### src/rtl/cpu_seq.sv
// cpu_seq: multi-cycle instruction sequencer (FETCH/DECODE/EXEC/MEM/WB).
// Drives the memory handshakes and the IR, register-file and PC write strobes
// from decoder flags.
// Optional feature macro: CPU_SEQ_PERF_EN builds the retired-instruction and
// cycle counters. When the macro is undefined, both counter ports are tied to 0
// and no counter flops are built.
module cpu_seq #(
  parameter int unsigned CNT_W = 32
) (
  input  logic             clk,
  input  logic             rst,
  input  logic             run,
  input  logic             imem_ack,
  input  logic             dmem_ack,
  input  logic             r_mem_en,
  input  logic             w_mem_en,
  input  logic             reg_en,
  input  logic             jce,
  output logic             imem_req,
  output logic             ir_we,
  output logic             dmem_req,
  output logic             dmem_we,
  output logic             reg_we,
  output logic             pc_we,
  output logic             pc_sel,
  output logic [2:0]       state,
  output logic [CNT_W-1:0] retire_cnt,
  output logic [CNT_W-1:0] cycle_cnt
);

  localparam int unsigned ST_W = 3;

  localparam logic [ST_W-1:0] S_FETCH  = ST_W'(0);
  localparam logic [ST_W-1:0] S_DECODE = ST_W'(1);
  localparam logic [ST_W-1:0] S_EXEC   = ST_W'(2);
  localparam logic [ST_W-1:0] S_MEM    = ST_W'(3);
  localparam logic [ST_W-1:0] S_WB     = ST_W'(4);

  // Memory operation captured as EXEC is left. A store wins when both flags are set.
  typedef struct packed {
    logic store;
    logic load;
  } mem_op_t;

  logic [ST_W-1:0] state_q, state_d;
  logic            imem_req_q, imem_req_d;
  mem_op_t         op_q, op_d;
  logic            exec_mem;

  assign exec_mem = w_mem_en | r_mem_en;

  // State register.
  always_ff @(posedge clk or negedge rst) begin
    if (!rst) begin
      state_q <= S_FETCH;
    end else begin
      state_q <= state_d;
    end
  end

  // Next-state logic.
  always_comb begin
    state_d = state_q;
    case (state_q)
      S_FETCH: begin
        if (imem_req_q && imem_ack) begin
          state_d = S_DECODE;
        end
      end
      S_DECODE: state_d = S_EXEC;
      S_EXEC: begin
        if (exec_mem) begin
          state_d = S_MEM;
        end else if (reg_en) begin
          state_d = S_WB;
        end else begin
          state_d = S_FETCH;
        end
      end
      S_MEM: begin
        if (dmem_ack) begin
          if (op_q.store) begin
            state_d = S_FETCH;
          end else if (op_q.load) begin
            state_d = S_WB;
          end else begin
            state_d = S_FETCH;
          end
        end
      end
      S_WB:    state_d = S_FETCH;
      default: state_d = S_FETCH;
    endcase
  end

  // Output decode. PC update and IR load fire in the cycle their ack or decision arrives.
  always_comb begin
    ir_we    = 1'b0;
    dmem_req = 1'b0;
    dmem_we  = 1'b0;
    reg_we   = 1'b0;
    pc_we    = 1'b0;
    pc_sel   = 1'b0;
    case (state_q)
      S_FETCH: begin
        ir_we = imem_req_q & imem_ack;
      end
      S_EXEC: begin
        if (!exec_mem && !reg_en) begin
          pc_we  = 1'b1;
          pc_sel = jce;
        end
      end
      S_MEM: begin
        dmem_req = 1'b1;
        dmem_we  = op_q.store;
        if (dmem_ack && op_q.store) begin
          pc_we  = 1'b1;
          pc_sel = jce;
        end
      end
      S_WB: begin
        reg_we = 1'b1;
        pc_we  = 1'b1;
        pc_sel = jce;
      end
      default: begin
        ir_we = 1'b0;
      end
    endcase
  end

  // Fetch request: armed on the edge that enters FETCH (if running), held until ack.
  always_comb begin
    imem_req_d = 1'b0;
    case (state_q)
      S_FETCH: begin
        if (imem_req_q) begin
          imem_req_d = ~imem_ack;
        end else begin
          imem_req_d = run;
        end
      end
      S_EXEC, S_MEM, S_WB: begin
        imem_req_d = (state_d == S_FETCH) & run;
      end
      default: imem_req_d = 1'b0;
    endcase
  end

  // Memory operation captured on the EXEC cycle.
  always_comb begin
    op_d = op_q;
    if (state_q == S_EXEC) begin
      op_d.store = w_mem_en;
      op_d.load  = r_mem_en & ~w_mem_en;
    end
  end

  // Fetch request and memory-op registers.
  always_ff @(posedge clk or negedge rst) begin
    if (!rst) begin
      imem_req_q <= 1'b0;
      op_q       <= '0;
    end else begin
      imem_req_q <= imem_req_d;
      op_q       <= op_d;
    end
  end

  assign imem_req = imem_req_q;
  assign state    = state_q;

`ifdef CPU_SEQ_PERF_EN
  logic [CNT_W-1:0] cycle_cnt_q, cycle_cnt_d;
  logic [CNT_W-1:0] retire_cnt_q, retire_cnt_d;

  // Counter increments. Both counters wrap naturally at 2^CNT_W.
  always_comb begin
    cycle_cnt_d  = cycle_cnt_q + CNT_W'(1);
    retire_cnt_d = retire_cnt_q;
    if (pc_we) begin
      retire_cnt_d = retire_cnt_q + CNT_W'(1);
    end
  end

  // Performance counter registers.
  always_ff @(posedge clk or negedge rst) begin
    if (!rst) begin
      cycle_cnt_q  <= '0;
      retire_cnt_q <= '0;
    end else begin
      cycle_cnt_q  <= cycle_cnt_d;
      retire_cnt_q <= retire_cnt_d;
    end
  end

  assign cycle_cnt  = cycle_cnt_q;
  assign retire_cnt = retire_cnt_q;
`else
  assign cycle_cnt  = '0;
  assign retire_cnt = '0;
`endif

endmodule

### config.mk
export PLATFORM = sky130hd
export DESIGN_NAME = cpu_seq
export DESIGN_NICKNAME = d
export VERILOG_FILES = /design/src/rtl/cpu_seq.sv
export SDC_FILE = /design/constraint.sdc
export NUM_CORES = 1
export LEC_CHECK = 0
export BUFFER_PORTS_ARGS = -buffer_cell sky130_fd_sc_hd__buf_2
export CAP_MARGIN = 15
export CORE_AREA = 2 2 53 55
export CTS_CLUSTER_SIZE = 14
export DETAILED_ROUTE_END_ITERATION = 8
export DIE_AREA = 0 0 55 57
export PLACE_DENSITY = 0.87
export SKIP_LAST_GASP = 1
export SLEW_MARGIN = 20
export SYNTH_ARGS = -nofsm -noshare
export SYNTH_HDL_FRONTEND = slang
export SYNTH_SLANG_ARGS = --single-unit
### constraint.sdc
create_clock -name clk -period 3.45 [get_ports clk]
set_input_delay 0.1725 -clock clk [delete_from_list [all_inputs] [get_ports clk]]
set_output_delay 0.1725 -clock clk [all_outputs]
set_load 0.05 [all_outputs]
# [Word-level counts from Yosys, hierarchy flattened]
# Index checks and enable logic that the tools add are counted.
[word_totals] ff_bits=6 output_inout_bits=74
[classes] n_eq_ne=4 n_bitwise=6 n_reduce_logical=8 n_mux=19
[ops] operator="$mux 3" count=6
[ops] operator="$pmux 3 s4" count=1
[ops] operator="$mux 1" count=9
[ops] operator="$eq 3x2->1 const B" count=2
[ops] operator="$logic_not 3->1" count=2
[ops] operator="$pmux 1 s3" count=2
[ops] operator="$and 1x1->1" count=3
[ops] operator="$eq 3x1->1 const B" count=1
[ops] operator="$eq 3x3->1 const B" count=1
[ops] operator="$logic_and 1x1->1" count=3
[ops] operator="$reduce_or 3->1" count=1
[ops] operator="$logic_not 1->1" count=2
[ops] operator="$not 1->1" count=2
[ops] operator="$pmux 1 s2" count=1
[ops] operator="$or 1x1->1" count=1

# [Logic depth before layout (Yosys ltp)]
# Gate-level depths: netlist of run 1.
[depth] ltp_word=7 ltp_mapped=5

# [Least setup slack after synthesis of run 1]
# OpenSTA, ideal clock, no wires.
[synth_timing] path_type="register -> output" from="reg state_q[1] (netlist: state[1])" to="out pc_sel" t_arrival_ps=2545 path_buffers=1 stages_incl_launch_ff=6 slack_ps=733 required_time_ps=3277 path_cell_list="dfrtp_1 buf_2 nand2b_1 o31a_1 o21ai_1 and2_1"
[synth_between] elab_chain_len=2
[synth_rtl] element="start, declared" line_no="45" text="logic [ST_W-1:0] state_q, state_d;"
[synth_rtl] element="start signal, assigned" line_no="57" text="state_q <= state_d;"
[synth_rtl] element="$eq 3x3->1 or $eq 3x2->1 (tied branches)" line_no="104" text="case (state_q)"
[synth_rtl] element="$pmux 1 s3 (*)" line_no="104"
[synth_rtl] element="end, declared" line_no="25" text="output logic pc_sel,"
# Every way passes the cells marked *; elsewhere a longest branch is shown, timed or not.

# [Worst setup path after layout of run 1]
[layout_timing] from="reg state_q[2] (netlist: state[2])" to="out pc_sel"
# The elaborated chain is that of the path after synthesis.

==> summary.txt, run 1 <==
STA
  • Final worst path period need: 1.95 ns
  • Share of the clock period used by the worst path: 0.564
  • Final Hold Viols: 0
  • TNS Setup: 0 ns
  • Final Max Slew Viols: 0
  • Skew final: 0.00360 ns
  • Worst path setup slack after routing: 1.50 ns
  • Final setup violation count: 0
  • Highest clock rate: 0.514 GHz
  • Unrepaired setup endpoints after global routing: no

Floorplan
  • Core area: 2620 µm²
  • Die extent in x: 55 µm
  • Die extent in y: 57 µm
  • Die area: 3140 µm²
  • Number of top-level design ports: 83
  • Initial core utilization: 0.328
  • Row count: 19

Synth
  • Async set-or-reset flop fraction in the synthesized netlist: 1.00
  • Number of flops mapped to enable cells by yosys: 0
  • Post-synthesis cell count: 106
  • Leading post-synthesis cells by cell area: sky130_fd_sc_hd__buf_4 56%, sky130_fd_sc_hd__dfrtp_1 18%, sky130_fd_sc_hd__o21ai_0 1.8%, sky130_fd_sc_hd__and2_1 1.5%, sky130_fd_sc_hd__nand2b_1 1.5%
  • Flip-flop and latch count after synthesis: 6
  • Portion of netlist area occupied by mux cells: 0.0248
  • Fraction of the mapped netlist area in compound gates: 0.0993
  • Post-synth cell types: 30
  • Combinational family with the most area after synthesis: buffers and inverters
  • Mean area per synthesized cell: 8.09 µm²
  • Synthesized cell area: 857 µm²
  • Fraction of synthesized cell area taken by the top area cell type: 0.561
  • Sequential element share of the synthesized area: 0.175
  • Post-Synth Simple-Gate Area: 0.117
  • Total of warnings raised by yosys: 0
  • Most used DFF post-synth: sky130_fd_sc_hd__dfrtp_1
  • Post-synthesis adder-cell area fraction: 0
  • Top cell type by total area after synthesis: sky130_fd_sc_hd__buf_4
  • XOR/XNOR share of the synthesized area: 0

GRT
  • Number of antenna violations at the first check in global routing: 0
  • Combined global-route utilization of all metal layers: 0.0786
  • Number of global-route vias before repair: 400
  • Largest net degree at the start of global routing: 17
  • GRT Residual Overflow: 0
  • First-pass GRT wire length: 1740 µm

CTS
  • Master cell of the clock root buffer: sky130_fd_sc_hd__clkbuf_4
  • Max Root-Sink Buffers: 2
  • CTS resizes: 0
  • Number of buffers created by CTS: 3
  • Clock-pin slew on the worst setup and hold paths: 0.04 ns
  • Max H-tree Level: 1
  • Clock sink count: 6
  • Clock tree from TritonCTS: built
  • Post-cts hold buffer count: 1
  • Number of buffers inserted by post-CTS setup repair: 0
  • Clock network latency to the later pin of the worst-skew pair: 0.24 ns

Setup path
  • Type of element launching the critical path: register
  • Source of the worst register-to-register timing path: state[0]
  • Cell type of the slowest stage on the worst timing path: sky130_fd_sc_hd__dfrtp_1
  • Ordered list of cells on the worst path: nand2b_1, o31a_1, o21ai_1, and2_1, buf_2
  • Crit. Startpoint: state[2]
  • CP arrival: 1.77 ns
  • Crit end category: output pin
  • Critical Path Fanout Max: 8
  • Critical path required time: 3.28 ns
  • Top delay family on crit path: compound AO/OA/AOI/OAI gates
  • Buffering stage count on the worst path with inverters included: 1
  • Minimum setup slack among reg-to-reg paths: 2.04 ns
  • Worst path max stage delay: 0.44 ns
  • Kind of critical path: reg2out

Routing
  • Post-route met1 wirelength: 446 µm
  • Pre-antenna DRT Iters: 2
  • Residual DRC count: 0
  • WL per Instance: 8.19 µm
  • Met2 Wirelength: 663 µm
  • Antenna-violating nets left: 0
  • Uppermost signal routing layer after detailed routing: met3
  • Post-Route WL: 1280 µm
  • Total via count after detailed routing: 552
  • Number of DRC markers in iteration 0: 1
  • Vias per Instance: 3.54
  • Met3 wire length: 168 µm

Placed design
  • Post-placement worst setup slack: 1.77 ns
  • Post-detail-place hpwl: 1130 µm
  • Count of port buffers added during placement: 18
  • Routability congestion estimate from global placement: 0.720

Power
  • Largest voltage drop on the vdd net: 0.242 mV
  • Power per cell area: 827 nW/µm²
  • Overall power of the completed layout: 634 µW
  • Reported leakage power: 0.000456 µW

Status
  • Run status: complete, no violations

Min path
  • Min-delay src: w_mem_en
  • Worst hold path type: in2reg

Cells and area
  • Filler instances: 291
  • Share of post-route cells with drive strength above 1: 0.176
  • Count of nets after finishing: 136
  • N_diodes: 0
  • Layout-stage area growth over the synthesis result: -10.7%

Flow run
  • Maximum capacitance violations: 0
==> through the flow <==
stage | hold WS, ns | area [µm²] | instances | util
finish | 0.171 | 766 | 156 | 0.293
global route | 0.181 | 766 | 156 | 0.293
CTS | 0.165 | 766 | 156 | 0.293
detailed placement | 0.00379 | 733 | 152 | 0.280
global placement | 0.00171 | 733 | 152 | 0.280
floorplan | -0.123 | 1090 | 169 | -
==> routing by layer <==
metal,global-route usage,vias up
met5,0,-
met4,0.0314,0
met3,0.0340,0
met2,0.134,41
met1,0.0818,256
li1,-,255
==> final cells by class <==
class | instances | area [µm²] | share of cell area
Clock buffer | 3 | 22.5 | 0.0294
Inverter | 2 | 7.51 | 0.00980
Multi-Input combinational cell | 95 | 447 | 0.583
Sequential cell | 6 | 150 | 0.196
Tap cell | 31 | 38.8 | 0.0507
Timing Repair Buffer | 19 | 100 | 0.131
==> registers in the layout, indices dropped and copies added (netlist names) <==
register,flops
state,3
op_q,2
imem_req,1
==> synth_stat cells, types with 2 or more instances <==
library cell	count
sky130_fd_sc_hd__nor2_1	3
sky130_fd_sc_hd__and2_1	2
sky130_fd_sc_hd__nand2_1	2
sky130_fd_sc_hd__o21ai_0	3
sky130_fd_sc_hd__inv_1	2
sky130_fd_sc_hd__dfrtp_1	6
sky130_fd_sc_hd__nand2b_1	2
sky130_fd_sc_hd__buf_4	64
==> kinds of logic after synthesis <==
family | Yosys count
AO/OA/AOI/OAI | 12
AND/OR/NAND/NOR | 17
other | 1
flip-flops | 6
buffers and inverters | 68
multiplexers | 2
==> where the power goes <==
part	leakage, µW	internal, µW	total (µW)	switching (µW)
combinational	0.000367	82.9	426	343
sequential	0.0000756	100	147	46.3
clock	0.0000138	39.1	61.4	22.2
==> final timing paths <==
check	to	cells after the start
worst max-delay path	pc_sel	5
worst min-delay path	op_q[0]	2
worst max register to register	imem_req	3
worst min register to register	op_q[0]	2
max in group asynchronous	op_q[1]	2
min in group asynchronous	imem_req	2
==> layout by cell type (no fill, tap or decap), drive strengths merged, types with 2 or more instances in the layout <==
cell     n
a21oi    2
and2     2
buf     18
clkbuf   3
conb    64
dfrtp    6
inv      2
nand2    2
nand2b   2
nor2     3
o21ai    4
No activity file was read; power rests on OpenSTA's default activity.
==> inputs of run 2 (changes only) <==
CORE_AREA = 2 2 54 56   (was 2 2 53 55)
DIE_AREA = 0 0 56 58   (was 0 0 55 57)
PLACE_DENSITY = 0.88   (was 0.87)
clock period = 1.75 ns   (was 3.45 ns; I/O delays follow)
==> run 2 against run 1 <==
  * First-iteration DRC count grew to 4.0 times the previous value
  * Critical path depth is the same
  * Clock skew is essentially flat
  * Combinational power grew 120%
  * Wire length grew 0.31%
  * Register-to-register slack lost 1.6 ns
  * Worst hold slack lost 0.089 ns
  * Via count grew 3.8%
  * Total power grew 110%
  * Cell count grew 3.2%
  * Clock power grew 120%
  * Count of clock-buffer cells in the layout grew 1
==> summary.txt, run 2 (same netlist as run 1, synthesis figures left out) <==
Power
  • Combinational share of power: 0.680
  • Power per cell area: 1630 nW/µm²
  • Overall power of the completed layout: 1360 µW
  • Largest voltage drop on the vdd net: 0.601 mV
  • Cell-internal power: 514 µW
  • Fraction of power spent switching nets: 0.622
  • Reported leakage power: 0.000480 µW
  • Power share of the clock group: 0.101
  • Power spent charging and discharging nets: 845 µW
  • Part of the power in registers: 0.219

STA
  • Highest clock rate: 0.597 GHz
  • Smallest hold slack: 0.0811 ns
  • Final setup violation count: 0
  • Share of the clock period used by the worst path: 0.958
  • Final worst path period need: 1.68 ns
  • Worst path setup slack after routing: 0.0736 ns
  • Skew final: 0.00362 ns
  • Final Max Slew Viols: 0
  • Final Hold Viols: 0

GRT
  • Number of global-route vias before repair: 419
  • Combined global-route utilization of all metal layers: 0.0748
  • First-pass GRT wire length: 1800 µm
  • Largest net degree at the start of global routing: 15
  • Number of antenna violations at the first check in global routing: 0
  • GRT Residual Overflow: 0

Cells and area
  • Layout-stage area growth over the synthesis result: -2.48%
  • Share of post-route cells with drive strength above 1: 0.254
  • Sequential cell area: 154 µm²
  • Count of nets after finishing: 140
  • Count of non-filler cells in the finished layout: 161
  • Most frequent cells in the layout: 64 x sky130_fd_sc_hd__conb_1, 17 x sky130_fd_sc_hd__buf_2, 4 x sky130_fd_sc_hd__buf_4
  • Most common cell after layout, fill and taps aside: sky130_fd_sc_hd__conb_1
  • Area taken by multi-input logic gates: 473 µm²
  • N_diodes: 0
  • Filler instances: 298
  • Final core area utilization: 0.314
  • Flip-flop count of the largest register, all copies and words added: 3

CTS
  • Clock tree from TritonCTS: built
  • Max Root-Sink Buffers: 2
  • Number of buffers created by CTS: 3
  • Clock sink count: 6
  • Master cell of the clock root buffer: sky130_fd_sc_hd__clkbuf_4
  • Max H-tree Level: 1
  • Clock network latency to the later pin of the worst-skew pair: 0.24 ns
  • Clock-pin slew on the worst setup and hold paths: 0.05 ns

Routing
  • Total via count after detailed routing: 573
  • Post-Route WL: 1280 µm
  • WL per Instance: 7.96 µm
  • Antenna-violating nets left: 0
  • Pre-antenna DRT Iters: 4
  • Residual DRC count: 0
  • Number of DRC markers in iteration 0: 4
  • Vias per Instance: 3.56

Setup path
  • Critical Path Fanout Max: 7
  • Cell type of the slowest stage on the worst timing path: sky130_fd_sc_hd__dfrtp_2
  • Worst path max stage delay: 0.43 ns
  • CP arrival: 1.59 ns
  • Type of element launching the critical path: register
  • Critical path required time: 1.66 ns
  • Kind of critical path: reg2out
  • Crit end category: output pin
  • Ordered list of cells on the worst path: nand2b_1, o31a_1, o21ai_4, and2_4, buf_6

Placed design
  • Count of port buffers added during placement: 18
  • Number of instances in the placed design: 155
  • Post-detail-place hpwl: 1130 µm
  • Routability congestion estimate from global placement: 0.764
  • Post-placement worst setup slack: 0.207 ns

Flow run
  • Maximum capacitance violations: 0

Floorplan
  • Initial core utilization: 0.322
  • Die area: 3250 µm²
  • Number of top-level design ports: 83
  • Row count: 19
  • Die extent in x: 56 µm
  • Die extent in y: 58 µm
  • Core area: 2660 µm²

Status
  • Run status: complete, no violations

Min path
  • Worst hold path type: in2reg
[run 2: cell types whose count changed in the layout (fill, tap and decap cells not counted), sizes merged]
cell / previous run / this run
buf: 18 / 22
clkbuf: 3 / 4
[run 2: area by class of cell]
type	count	share of cell area
multi-input cells	95	0.566
flip-flops and latches	6	0.184
repair buffers	23	0.163
well taps	31	0.0464
clock buffers	4	0.0314
inverters	2	0.00898
[run 2: worst max-delay path: cells and delay by family (launching register included)]
kind | cells | cell delay [ns]
flops | 1 | 0.43
compound gates | 2 | 0.44
buf+inv | 1 | 0.15
simple gates | 2 | 0.32
[run 2: power by group through the flow]
| stage | sequential [µW] | combinational [µW] | clock, µW |
|---|---|---|---|
| finish | 298 | 924 | 137 |
| global route | 316 | 978 | 150 |
| CTS | 296 | 921 | 143 |
| detailed placement | 298 | 917 | 0 |
| global placement | 293 | 910 | 0 |
| floorplan | 367 | 788 | 0 |
[run 2: stage by stage]
stage | instance area, µm² | TNS (ns)
2_1_floorplan | 1120 | -0.370
3_3_place_gp | 783 | 0
3_5_place_dp | 783 | 0
4_1_cts | 822 | 0
5_1_grt | 836 | -0.000917
6_report | 836 | 0
[run 2: final timing paths]
check,from,end,slack [ns],cells after the start
max,state[2],pc_sel,0.07,5
min,w_mem_en,op_q[0],0.08,2
max reg2reg,state[2],op_q[1],0.45,4
min reg2reg,state[2],state[1],0.52,1
max in group asynchronous,rst,state[0],1.38,2
min in group asynchronous,rst,imem_req,0.20,2
[run 2: layer usage]
layer	track usage	share of wire
met1	0.0674	0.31
met2	0.133	0.53
met3	0.0491	0.14
met4	0.0306	0.014
met5	0	0
[run 2: repair_timing]
item	4_1_cts	5_1_grt
buffers inserted	0	1
hold endpoints to repair	6	0
gates resized for setup	1	3
hold buffers	1	0
endpoints found under the setup margin	1	3
==> inputs of run 3 (changes only) <==
CORE_AREA = 2 2 47 66   (was 2 2 54 56)
DIE_AREA = 0 0 49 68   (was 0 0 56 58)
PLACE_DENSITY = 0.86   (was 0.88)
==> run 3 against run 2 <==
  * Register-to-register slack got worse by 0.05 ns
  * Critical path depth decreased by 2
  * Sequential power increased by 2%
  * Total power increased by 6.8%
  * Clock skew decreased by 0.00077 ns
  * Largest power group unchanged
  * Highest routed layer unchanged
==> summary.txt, run 3 (same netlist as run 1, synthesis figures left out) <==
CTS
  • Clock-pin slew on the worst setup and hold paths: 0.04 ns
  • Clock tree from TritonCTS: built
  • Clock sink count: 6
  • Clock network latency to the later pin of the worst-skew pair: 0.23 ns
  • Master cell of the clock root buffer: sky130_fd_sc_hd__clkbuf_8
  • Number of buffers created by CTS: 3
  • Max Root-Sink Buffers: 2
  • Max H-tree Level: 1

Placed design
  • Area of placed instances: 791 µm²
  • Post-detail-place hpwl: 1120 µm
  • Routability congestion estimate from global placement: 0.762
  • Number of instances in the placed design: 161
  • Count of port buffers added during placement: 18

STA
  • Unrepaired setup endpoints after global routing: no
  • Share of the clock period used by the worst path: 0.957
  • Final setup violation count: 0
  • Highest clock rate: 0.597 GHz
  • Final Hold Viols: 0
  • Skew final: 0.00285 ns
  • Final Max Slew Viols: 0
  • Final worst path period need: 1.67 ns

Floorplan
  • Core area: 2790 µm²
  • Die extent in x: 49 µm
  • Initial core utilization: 0.307
  • Row count: 23
  • Number of top-level design ports: 83
  • Die area: 3330 µm²
  • Die extent in y: 68 µm

Routing
  • WL per Instance: 7.84 µm
  • Residual DRC count: 0
  • Pre-antenna DRT Iters: 4
  • Number of DRC markers in iteration 0: 10
  • Vias per Instance: 3.38
  • Antenna-violating nets left: 0
  • Total via count after detailed routing: 561
  • Post-Route WL: 1300 µm

Setup path
  • Minimum setup slack among reg-to-reg paths: 0.40 ns
  • Critical Path Fanout Max: 14
  • Critical R2R Capture: imem_req
  • Number of cells on the worst reg-to-reg path: 3
  • Source of the worst register-to-register timing path: state[0]
  • Crit end category: output pin
  • Type of element launching the critical path: register
  • CP arrival: 1.59 ns
  • Critical path required time: 1.66 ns
  • Crit. Startpoint: state[0]
  • Kind of critical path: reg2out

Power
  • Largest voltage drop on the vdd net: 0.509 mV
  • Power per cell area: 1700 nW/µm²
  • Reported leakage power: 0.000484 µW

Min path
  • Worst hold path type: in2reg
  • Min-delay src: w_mem_en
  • Instance count along the most critical hold path: 2
  • Hold endpoint: op_q[0]

Flow run
  • Maximum capacitance violations: 0

GRT
  • First-pass GRT wire length: 1780 µm
  • Largest net degree at the start of global routing: 15
  • Number of global-route vias before repair: 413
  • Combined global-route utilization of all metal layers: 0.0740
  • GRT Residual Overflow: 0
  • Number of antenna violations at the first check in global routing: 0

Cells and area
  • Count of non-filler cells in the finished layout: 166
  • Share of post-route cells with drive strength above 1: 0.240
  • Count of nets after finishing: 139
  • Most common cell after layout, fill and taps aside: sky130_fd_sc_hd__conb_1
  • Most frequent cells in the layout: 64 x sky130_fd_sc_hd__conb_1, 17 x sky130_fd_sc_hd__buf_2, 4 x sky130_fd_sc_hd__dfrtp_1
  • Filler instances: 326
  • N_diodes: 0
  • Final Cell Area: 853 µm²
  • Layout-stage area growth over the synthesis result: -0.438%
  • Flip-flop count of the largest register, all copies and words added: 3

Status
  • Run status: complete, no violations
==> run 3: cell types whose count changed in the layout (fill, tap and decap cells not counted), sizes merged <==
cell,change
buf,-1
==> run 3: area by class of cell <==
cell class                 count  area, µm²  area share
inverter                       2       7.51     0.00880
timing repair buffer          22        129       0.151
sequential                     6        153       0.179
tap                           37       46.3      0.0543
multi-input combinational     95        473       0.554
clock buffer                   4       45.0      0.0528
==> run 3: repair_timing <==
item | CTS | global route
setup endpoints to repair | 1 | 1
hold buffers | 1 | 0
pin swaps | 0 | 0
setup buffers | 0 | 0
endpoints found under the hold margin | 6 | 0
gates resized for setup | 1 | 2
==> run 3: how the worst max path moves through the flow <==
| stage | to | slack (ns) |
|---|---|---|
| floorplan | imem_req | -0.19 |
| global placement | pc_sel | 0.26 |
| detailed placement | pc_sel | 0.22 |
| CTS | pc_sel | 0.03 |
| global route | ir_we | 0.01 |
| finish | ir_we | 0.08 |
==> run 3: metal layers <==
metal  GRT usage  up-vias  routed length, µm  share of wire
li1            -      262                  -              -
met2       0.122       55                585           0.45
met5           0        -                  0              0
met3      0.0393        2                205           0.16
met1      0.0756      242                486           0.37
met4      0.0429        0                 25          0.019
==> run 3: critical path, stage by stage, from the launching register on <==
cell and delay [ns]:
sky130_fd_sc_hd__dfrtp_1 0.52, sky130_fd_sc_hd__or3_1 0.48, sky130_fd_sc_hd__nor2_4 0.09, sky130_fd_sc_hd__buf_2 0.26
==> run 3: stage by stage <==
step           total power, µW  hold slack, ns  setup slack [ns]  setup TNS (ns)  utilization
3_3_place_gp              1200         -0.0856             0.261               0        0.283
3_5_place_dp              1220         -0.0833             0.219               0        0.283
4_1_cts                   1460          0.0874            0.0346               0        0.304
5_1_grt                   1530           0.115            0.0116               0        0.306
6_report                  1450          0.0917            0.0757               0        0.306
2_1_floorplan             1160          -0.208            -0.185          -0.370            -
==> run 3: power breakdown <==
group          switching, µW  internal (µW)
Combinational            703            221
Clock                   67.5            157
Sequential               101            201
Total                    872            580
